<file path="config.mk">
export PLATFORM = sky130hd
export DESIGN_NAME = level_sequencer
export DESIGN_NICKNAME = d
export VERILOG_FILES = /design/src/rtl/level_sequencer.sv
export SDC_FILE = /design/constraint.sdc
export NUM_CORES = 1
export LEC_CHECK = 0
export ABC_AREA = 0
export CORE_MARGIN = 2
export CORE_UTILIZATION = 45
export DETAILED_ROUTE_END_ITERATION = 10
export MAX_ROUTING_LAYER = met4
export PLACE_DENSITY = 0.76
export SYNTH_ARGS = -nofsm -noshare
export SYNTH_HDL_FRONTEND = slang
export SYNTH_SLANG_ARGS = --single-unit
</file>
<file path="constraint.sdc">
create_clock -name i_clk -period 3.1 [get_ports i_clk]
set_input_delay 0.31 -clock i_clk [delete_from_list [all_inputs] [get_ports i_clk]]
set_output_delay 0.31 -clock i_clk [all_outputs]
set_load 0.05 [all_outputs]
</file>
<file path="src/rtl/level_sequencer.sv">
// -----------------------------------------------------------------------------
// level_sequencer
//
// Purpose:
//   Game-flow sequencer for a multi-level obstacle game. It walks through
//   TITLE -> INIT -> PLAY -> DONE/OVER -> ... -> WIN and drives the
//   screen-select flags, the current level index, the elapsed play seconds
//   and the per-block release enables.
//
//   A "request" is a rising edge of i_run or the keycode changing to
//   START_KEY. Both in the same cycle count as one request. A button or key
//   that is held through reset deassertion does not produce a request.
//
// Optional feature:
//   Define LEVEL_SEQUENCER_PAUSE_EN to add a PAUSE state. It is toggled from
//   PLAY by the keycode changing to 8'h13. While paused, the timers and the
//   release schedule freeze, and collisions, end_level and start requests are
//   ignored. Without the macro, keycode 8'h13 has no effect.
//
// Parameters:
//   NUM_LEVELS  number of playable levels (1..15)
//   NUM_BLOCKS  obstacle blocks per level (1..32)
//   CLK_HZ      clock cycles per one-second tick
//   RELEASE_S   seconds between successive block releases (1..63)
//   START_KEY   keycode that starts or advances the game
//
// Ports:
//   i_clk          system clock
//   i_reset        synchronous, active-high reset
//   i_run          push-button, rising edge = request
//   i_keycode      current USB keycode (0 = no key)
//   i_collision    per-player collision flags, level-sensitive
//   i_end_level    per-block "block has left the field" flags
//   o_block_ready  per-block release enables, sticky within a level
//   o_title        title screen select
//   o_pstart       play screen select
//   o_game_over    game-over screen select
//   o_win          win screen select
//   o_level        current level index, 0-based
//   o_seconds      elapsed play seconds in the current level, saturating
// -----------------------------------------------------------------------------
module level_sequencer #(
  parameter int         NUM_LEVELS = 2,
  parameter int         NUM_BLOCKS = 10,
  parameter int         CLK_HZ     = 50000000,
  parameter int         RELEASE_S  = 2,
  parameter logic [7:0] START_KEY  = 8'h28
) (
  input  logic                  i_clk,
  input  logic                  i_reset,
  input  logic                  i_run,
  input  logic [7:0]            i_keycode,
  input  logic [1:0]            i_collision,
  input  logic [NUM_BLOCKS-1:0] i_end_level,
  output logic [NUM_BLOCKS-1:0] o_block_ready,
  output logic                  o_title,
  output logic                  o_pstart,
  output logic                  o_game_over,
  output logic                  o_win,
  output logic [3:0]            o_level,
  output logic [9:0]            o_seconds
);

  localparam int              PW         = (CLK_HZ > 1) ? $clog2(CLK_HZ) : 1;
  localparam logic [PW-1:0]   PRESC_MAX  = PW'(CLK_HZ - 1);
  localparam logic [5:0]      REL_MAX    = 6'(RELEASE_S - 1);
  localparam logic [3:0]      LAST_LEVEL = 4'(NUM_LEVELS - 1);
  localparam logic [9:0]      SEC_MAX    = 10'd1023;
  localparam logic [5:0]      BLK_COUNT  = 6'(NUM_BLOCKS);

`ifdef LEVEL_SEQUENCER_PAUSE_EN
  localparam logic [7:0]      PAUSE_KEY  = 8'h13;

  typedef enum logic [2:0] {
    S_TITLE = 3'd0,
    S_INIT  = 3'd1,
    S_PLAY  = 3'd2,
    S_DONE  = 3'd3,
    S_OVER  = 3'd4,
    S_WIN   = 3'd5,
    S_PAUSE = 3'd6
  } state_t;
`else
  typedef enum logic [2:0] {
    S_TITLE = 3'd0,
    S_INIT  = 3'd1,
    S_PLAY  = 3'd2,
    S_DONE  = 3'd3,
    S_OVER  = 3'd4,
    S_WIN   = 3'd5
  } state_t;
`endif

  // ---------------------------------------------------------------------------
  // Registers
  // ---------------------------------------------------------------------------
  state_t                r_state;
  logic                  r_run_prev;
  logic [7:0]            r_key_prev;
  logic                  r_armed;
  logic [PW-1:0]         r_presc;
  logic [9:0]            r_seconds;
  logic [5:0]            r_rel_cnt;
  logic [5:0]            r_next_blk;
  logic [NUM_BLOCKS-1:0] r_block_ready;
  logic [3:0]            r_level;
  logic                  r_title;
  logic                  r_pstart;
  logic                  r_game_over;
  logic                  r_win;

  // ---------------------------------------------------------------------------
  // Combinational signals
  // ---------------------------------------------------------------------------
  state_t                w_state_next;
  logic                  w_run_rise;
  logic                  w_start_rise;
  logic                  w_request;
  logic                  w_collide;
  logic                  w_all_released;
  logic                  w_all_ended;
  logic                  w_complete;
  logic                  w_run_timers;
  logic                  w_tick;
  logic                  w_release;
  logic [NUM_BLOCKS-1:0] w_rel_hit;
  logic [PW-1:0]         w_presc_next;
  logic [9:0]            w_seconds_next;
  logic [5:0]            w_rel_cnt_next;
  logic [5:0]            w_next_blk_next;
  logic [NUM_BLOCKS-1:0] w_block_ready_next;
  logic [3:0]            w_level_next;
  logic                  w_pstart_next;
`ifdef LEVEL_SEQUENCER_PAUSE_EN
  logic                  w_pause_rise;
`endif

  // ---------------------------------------------------------------------------
  // Request detection. r_armed stays low for the first cycle after reset so
  // that a button or key held through reset deassertion (edge registers were
  // cleared to 0) is not mistaken for a fresh press.
  // ---------------------------------------------------------------------------
  assign w_run_rise   = i_run & ~r_run_prev;
  assign w_start_rise = (i_keycode == START_KEY) && (r_key_prev != START_KEY);
  assign w_request    = r_armed & (w_run_rise | w_start_rise);
`ifdef LEVEL_SEQUENCER_PAUSE_EN
  assign w_pause_rise = r_armed && (i_keycode == PAUSE_KEY) && (r_key_prev != PAUSE_KEY);
`endif

  // Level completion only looks at released blocks; end_level of a block
  // still waiting for release is masked off.
  assign w_collide      = |i_collision;
  assign w_all_released = &r_block_ready;
  assign w_all_ended    = &(i_end_level | ~r_block_ready);
  assign w_complete     = w_all_released & w_all_ended;

  // ---------------------------------------------------------------------------
  // Next-state logic
  // ---------------------------------------------------------------------------
  always_comb begin
    w_state_next = r_state;
    case (r_state)
      S_TITLE: begin
        if (w_request) w_state_next = S_INIT;
      end
      S_INIT: begin
        w_state_next = S_PLAY;
      end
      S_PLAY: begin
        // Collision wins over completion when both happen together.
        if (w_collide) begin
          w_state_next = S_OVER;
        end else if (w_complete) begin
          w_state_next = S_DONE;
`ifdef LEVEL_SEQUENCER_PAUSE_EN
        end else if (w_pause_rise) begin
          w_state_next = S_PAUSE;
`endif
        end
      end
      S_DONE: begin
        if (w_request) begin
          if (r_level < LAST_LEVEL) w_state_next = S_INIT;
          else                      w_state_next = S_WIN;
        end
      end
      S_OVER, S_WIN: begin
        if (w_request) w_state_next = S_TITLE;
      end
`ifdef LEVEL_SEQUENCER_PAUSE_EN
      S_PAUSE: begin
        if (w_pause_rise) w_state_next = S_PLAY;
      end
`endif
      default: begin
        w_state_next = S_TITLE;
      end
    endcase
  end

  // ---------------------------------------------------------------------------
  // Timers and release schedule. They only advance while PLAY continues into
  // the next cycle, so seconds freezes on the exact edge that leaves PLAY.
  // ---------------------------------------------------------------------------
  assign w_run_timers = (r_state == S_PLAY) && (w_state_next == S_PLAY);
  assign w_tick       = w_run_timers && (r_presc == PRESC_MAX);
  assign w_release    = w_tick && (r_rel_cnt == REL_MAX);

  // One-hot decode of the next block to release. Block 0 is released on
  // entry to PLAY, so r_next_blk starts at 1.
  for (genvar gi = 0; gi < NUM_BLOCKS; gi++) begin : g_rel_hit
    assign w_rel_hit[gi] = w_release && (r_next_blk == 6'(gi));
  end

  always_comb begin
    w_presc_next       = r_presc;
    w_seconds_next     = r_seconds;
    w_rel_cnt_next     = r_rel_cnt;
    w_next_blk_next    = r_next_blk;
    w_block_ready_next = r_block_ready;

    if (w_state_next == S_INIT) begin
      w_presc_next       = '0;
      w_seconds_next     = '0;
      w_rel_cnt_next     = '0;
      w_next_blk_next    = 6'd1;
      w_block_ready_next = '0;
    end else if (r_state == S_INIT) begin
      w_block_ready_next = r_block_ready | NUM_BLOCKS'(1);
    end else if (w_run_timers) begin
      w_presc_next = w_tick ? '0 : r_presc + PW'(1);
      if (w_tick) begin
        w_seconds_next = (r_seconds == SEC_MAX) ? r_seconds : r_seconds + 10'd1;
        w_rel_cnt_next = (r_rel_cnt == REL_MAX) ? 6'd0 : r_rel_cnt + 6'd1;
      end
      if (w_release && (r_next_blk < BLK_COUNT)) begin
        w_next_blk_next = r_next_blk + 6'd1;
      end
      w_block_ready_next = r_block_ready | w_rel_hit;
    end
  end

  // Level index: reset to 0 when a new game starts, bumped when advancing.
  always_comb begin
    w_level_next = r_level;
    if ((r_state == S_TITLE) && (w_state_next == S_INIT)) begin
      w_level_next = 4'd0;
    end else if ((r_state == S_DONE) && (w_state_next == S_INIT)) begin
      w_level_next = r_level + 4'd1;
    end
  end

`ifdef LEVEL_SEQUENCER_PAUSE_EN
  assign w_pstart_next = (w_state_next == S_PLAY) || (w_state_next == S_PAUSE);
`else
  assign w_pstart_next = (w_state_next == S_PLAY);
`endif

  // ---------------------------------------------------------------------------
  // State and output registers
  // ---------------------------------------------------------------------------
  always_ff @(posedge i_clk) begin
    if (i_reset) begin
      r_state       <= S_TITLE;
      r_run_prev    <= 1'b0;
      r_key_prev    <= 8'd0;
      r_armed       <= 1'b0;
      r_presc       <= '0;
      r_seconds     <= '0;
      r_rel_cnt     <= '0;
      r_next_blk    <= 6'd1;
      r_block_ready <= '0;
      r_level       <= 4'd0;
      r_title       <= 1'b1;
      r_pstart      <= 1'b0;
      r_game_over   <= 1'b0;
      r_win         <= 1'b0;
    end else begin
      r_state       <= w_state_next;
      r_run_prev    <= i_run;
      r_key_prev    <= i_keycode;
      r_armed       <= 1'b1;
      r_presc       <= w_presc_next;
      r_seconds     <= w_seconds_next;
      r_rel_cnt     <= w_rel_cnt_next;
      r_next_blk    <= w_next_blk_next;
      r_block_ready <= w_block_ready_next;
      r_level       <= w_level_next;
      r_title       <= (w_state_next == S_TITLE);
      r_pstart      <= w_pstart_next;
      r_game_over   <= (w_state_next == S_OVER);
      r_win         <= (w_state_next == S_WIN);
    end
  end

  assign o_block_ready = r_block_ready;
  assign o_title       = r_title;
  assign o_pstart      = r_pstart;
  assign o_game_over   = r_game_over;
  assign o_win         = r_win;
  assign o_level       = r_level;
  assign o_seconds     = r_seconds;

endmodule

</file>
* After elaboration in Yosys (flattened, before gate mapping)
Index checks and enable logic that the tools add are counted.
** Cells by class
- Add/sub/neg operators :: 5
- Order comparisons :: 2
- Eq/ne operators :: 23
- Mux-type cells :: 12
- Bitwise operators :: 10
- Reduce and logical (&&, ||, !) cells :: 31
** Operator list (count)
- adder 26 x 1 -> 26 bit, second input constant :: 1
- == test 26 bit, second input constant :: 1
- two-way mux 26 bit :: 1
- == test 6 x 3 -> 1 bit, second input constant :: 4
- bitwise OR 10 bit :: 2
- AND reduction 10 bit :: 2
- two-way mux 3 bit :: 6
- logical AND 1 bit :: 17
- case mux 3 bit (5 select lines) :: 1
- adder 6 x 1 -> 6 bit, second input constant :: 2
- == test 3 bit, second input constant :: 4
- == test 6 x 1 -> 1 bit, second input constant :: 2
- == test 6 x 2 -> 1 bit, second input constant :: 2
- == test 6 x 4 -> 1 bit, second input constant :: 2
- adder 10 x 1 -> 10 bit, second input constant :: 1
- == test 10 bit, second input constant :: 1
- NOT 10 bit :: 1
- == test 3 x 2 -> 1 bit, second input constant :: 3
- == test 8 x 6 -> 1 bit, second input constant :: 1
- inequality test 8 x 6 -> 1 bit, second input constant :: 1
- OR reduction 2 bit :: 4
- == test 3 x 1 -> 1 bit, second input constant :: 2
- zero test 3 bit :: 2
- zero test 6 bit :: 1
- 12 further kinds :: 19
** Word-level totals
- Register bits after elaboration :: 79
- Bits of input ports :: 23
- Output and inout port bits :: 28
- Logic and storage cells :: 98

* Depth between registers and ports, before layout
- Depth after elaboration :: 15
- Mapped depth :: 9
- Gate-level depth less buffers :: 9

* Worst setup path after synthesis
Ideal clock, no wire load.
- Kind :: flip-flop to flip-flop
- From :: reg r_block_ready[5], in the netlist o_block_ready[5]
- To :: reg r_presc[21]
- Library setup time :: 0.125 ns
- Arrival :: 2.543 ns
- Data required time :: 2.975 ns
- Path slack :: 0.431 ns
- Cell stages (with the launch flop) :: 9
- Path buffers :: 2
- Period minus slack after synthesis :: 2.669 ns
- Path through :: dfxtp_1 nand4_1 nor4_2 a32oi_2 and3_1 buf_2 o31ai_4 buf_4 a21oi_1
** On the way
- Cells in the longest elaborated chain, start to end :: 11
- Elaborated cells on any way between the ends :: 15
- Those cells by class :: 2 x eq/ne; 4 x mux; 3 x bitwise; 6 x reduce/logical
** Ends and longest elaborated chain
- start, declared :: line 105 : logic [NUM_BLOCKS-1:0] r_block_ready;
- start signal, assigned :: line 287 : r_block_ready <= w_block_ready_next;
- NOT 10 bit :: line 154 : assign w_all_ended = &(i_end_level | ~r_block_ready);
- bitwise OR 10 bit :: line 154
- AND reduction 10 bit :: line 154
- bitwise AND 1 bit * :: line 155 : assign w_complete = w_all_released & w_all_ended;
- two-way mux 3 bit * :: line 173 : end else if (w_complete) begin
- two-way mux 3 bit * :: line 171 : if (w_collide) begin
- case mux 3 bit (5 select lines) * :: line 162 : case (r_state)
- == test 3 x 2 -> 1 bit :: line 205 : assign w_run_timers = (r_state == S_PLAY) && (w_state_next == S_PLAY);
- logical AND 1 bit :: line 205
- logical AND 1 bit :: line 206 : assign w_tick = w_run_timers && (r_presc == PRESC_MAX);
- two-way mux 26 bit :: line 231 : w_presc_next = w_tick ? '0 : r_presc + PW'(1);
- end signal, assigned :: line 283 : r_presc <= w_presc_next;
- end, declared :: line 101 : logic [PW-1:0] r_presc;
Every way passes the cells marked *; elsewhere a longest branch is shown, timed or not.
A chain may end at the register's enable or synchronous reset.

* Final worst setup path
- From :: reg r_state[1]
- To :: reg r_next_blk[2]
** On the way
- Cells in the longest elaborated chain, start to end :: 9
- Elaborated cells on any way between the ends :: 22
- Those cells by class :: 7 x eq/ne; 6 x mux; 1 x bitwise; 8 x reduce/logical
** Ends and longest elaborated chain
- start, declared :: line 97 : state_t r_state;
- start signal, assigned :: line 279 : r_state <= w_state_next;
- == test 3 bit / two-way mux 3 bit (equally long branches) :: line 162, 173
- OR reduction 2 bit / two-way mux 3 bit (equally long branches) :: line 162, 171
- case mux 3 bit (5 select lines) :: line 162
- == test 3 x 2 -> 1 bit :: line 205
- logical AND 1 bit :: line 205
- logical AND 1 bit :: line 206
- logical AND 1 bit :: line 207 : assign w_release = w_tick && (r_rel_cnt == REL_MAX);
- logical AND 1 bit :: line 236 : if (w_release && (r_next_blk < BLK_COUNT)) begin
- AND reduction 3 bit (no line)
- end signal, assigned :: line 286 : r_next_blk <= w_next_blk_next;
- end, declared :: line 104 : logic [5:0] r_next_blk;
Parallel ways exist; a longest one is shown, timed or not.

==> key figures <==
Power
  – Share of power burned in the clock network: 39.9%
  – Tot Pwr: 1.91 mW
  – Part of the power in combinational logic: 6.2%
  – Int Power: 1.49 mW
  – Switching power: 0.423 mW
  – Sequential share of power: 53.9%
  – Max IR drop VDD: around 0.00019 V
  – Leakage: between 1.5 and 2 nW
  – Pwr/cell area: 421 mW/mm2
  – Switching part of the total: 22.1%

Die
  – Full die area: a little over 0.009 mm2
  – Ports: 51
  – Die H: 95.3 um
  – Rows: 33
  – CORE AREA: 0.00813 mm2
  – Width of the die: 95.3 um
  – Starting Density: 46.1%

Timing
  – PnR worst setup slack: 0.398 ns
  – FMAX: between 300 and 400 MHz
  – Rel. slew slack: around 56%
  – Tcrit/Tclk final: 87.2%
  – Setup TNS: 0 ns
  – Final Skew: 0.00849 ns
  – Post-layout min period: 2.70 ns
  – Fin. max-slew vios: 0
  – Worst-Margin Slew: roughly 0.66 ns
  – RSZ-0062 raised after global routing: no
  – Min Hold Slack: about 0.43 ns
  – Final hold vios: 0
  – # setup viols final: 0

Route
  – Detailed Route Iter0 Violations: 231
  – First-pass DRT Iterations: 4
  – Drc violations: 0
  – Final ANT Viol Nets: 0
  – Via count: approximately 3.2k
  – DR WL/cell: about 14 um
  – WL final: 7900 um
  – Via/cell ratio: approximately 5.5

Worst setup path
  – R2R Path Start: r_state[1]
  – RR Endpoint: r_next_blk[2]
  – Worst R2R Path Depth: 6
  – Worst Path Max Fanout: 13
  – Worst Path Required: 3.33 ns
  – Critical setup path kind: register to register
  – Worst Setup End Kind: register
  – Flop2flop setup slack: 0.40 ns
  – Arr. time, crit path: 2.94 ns
  – Critical Path Start Type: register

Synthesis
  – Synth Register Bits: 79
  – Warnings from Yosys: 0
  – Syn nets: 456
  – Syn avg cell area: 8.87 um2
  – Post-Syn Area: 0.00375 mm2
  – Count leader, synth: dfxtp_1
  – Ys async rst share: 0%
  – Top FF cell, synth: dfxtp_1
  – Synth top cells by count: 79 x dfxtp_1, 52 x nor2_1, 27 x a21oi_1, 24 x nand2_1, 22 x nand4_1
  – Post-Synthesis Cells: 423
  – Post-synth EDFFs: 0
  – Synth area leaders: dfxtp_1 42%, nor2_1 5.2%, nand4_1 3.7%
  – Synth cell types: 58
  – Register area share after synthesis: 42.2%
  – Area share of the largest cell type after synthesis: 42.2%
  – Yosys top cell by area: dfxtp_1

Clock network
  – TritonCTS clock tree: done
  – CTS Buf Count: 9
  – Clk_lat worst skew: 0.34 ns
  – Num Clock Sinks: 79
  – CTS Hold Bufs: 0
  – Clk slew on worst S/H paths: 0.08 ns
  – PostCTS Resize Cnt: 0
  – H-tree depth: 3
  – Postcts setup bufs: 0
  – CTS max path bufs: 2
  – Root buf cell: clkbuf_8

Min path
  – Worst min-delay path category: register to register
  – Hold path startpoint: r_next_blk[5]
  – Hold path depth: 2
  – WHS Endpoint: r_next_blk[5]

Layout
  – Post-route insts no fill: 583
  – Area Growth Syn to Fin: 21.2%
  – Inserted Diodes: 0
  – Layout Nets: just over 500
  – Layout cells sized above 1: 8.58%
  – Final Cell Area: 0.00455 mm2
  – # fillers: 717
  – Final Core Density: between 50% and 60%

GRT
  – GRT overflow: 0
  – Largest net degree at the start of global routing: 33
  – Total Routing Usage GR: around a fifth
  – First-pass GRT wire length: 13200 um
  – Vias in the first global route: ~3.0k
  – Initial antenna violation count: 0

Place
  – HPWL after detailed placement: between 5000 and 6000 um
  – Placement Cell Area: 0.00435 mm2
  – Routability cong.: 0.894
  – Placed Cells: 568
  – Dpl ws: between 0.2 and 0.3 ns
  – IO Port Bufs: 50

Job
  – Maxcap violations: 0

Outcome
  – Outcome: finished, final reports clean
==> state kept, by name (all words and copies together) (netlist names), 3 cells and up <==
register and cells:
o_level 4, r_key_prev 8, r_presc 26, o_block_ready 10, o_seconds 10, r_state 3
r_rel_cnt 6, r_next_blk 6
==> power by group through the flow <==
stage | clock network, mW | registers, mW | logic [mW]
final | 0.763 | 1.03 | 0.118
after global routing | 0.836 | 1.03 | 0.127
after CTS | 0.782 | 1.03 | 0.119
after detailed placement | 0 | 1.06 | 0.118
after global placement | 0 | 1.05 | 0.117
after floorplan | 0 | 1.06 | 0.0572
==> placed cells by master, fill, tap and decap left out, types with 6 or more instances in the layout <==
master / instances
or4_1: 7
clkbuf_8: 11
dfxtp_1: 79
o21ai_0: 10
nor2b_1: 10
xnor2_1: 9
nor2_1: 52
nand4_1: 22
nor3_1: 8
ha_1: 10
nor4_1: 6
nand2_1: 24
nand3_1: 21
or3_1: 11
o31ai_1: 7
inv_1: 19
clkdlybuf4s50_1: 50
a21oi_1: 27
and3_1: 8
xor2_1: 15
==> logic make-up after synthesis <==
family	Yosys count	synth area share, %
AOI/OAI and AO/OA	68	12.9
xor gates and xnor gates	24	5.60
and+or+nand+nor	205	31.2
DFF	79	42.2
buffers and inverters	35	4.30
muxes	2	0.534
adders and majority gates	10	3.34
==> area by class of cell <==
class / count / area [um2] / share of cell area, %
tap: 105 / 131 / 2.89
multi-input combinational: 309 / 2010 / 44.2
clock buffer: 12 / 155 / 3.41
sequential: 79 / 1580 / 34.8
inverter: 19 / 71.3 / 1.57
timing repair buffer: 56 / 558 / 12.3
clock inverter: 3 / 42.5 / 0.935
==> layer usage <==
layer	GRT usage (%)	up-vias	share of wire (%)	routed length (um)
li1	-	1630	-	-
met1	23.5	1511	47	3720
met2	30.4	75	48	3780
met3	3.79	8	4.0	313
met4	6.76	0	0.96	76
met5	-	-	0	0
==> critical path, cell delays in order, from the launching register on <==
cell,delay (ns)
dfxtp_1,0.47
or3b_4,0.44
or2_0,0.39
a211o_1,0.49
nor4_4,0.41
nand4_1,0.21
nor3b_1,0.20
==> worst max path at each step <==
stage	to	startpoint	cells after the start
global route	r_next_blk[2]	r_state[1]	6
global placement	r_next_blk[0]	i_collision[1]	7
detailed placement	r_next_blk[2]	i_collision[1]	7
CTS	r_next_blk[2]	r_state[1]	6
finish	r_next_blk[2]	r_state[1]	6
floorplan	r_presc[21]	o_block_ready[5]	8
(Power assumes the default switching activity.)
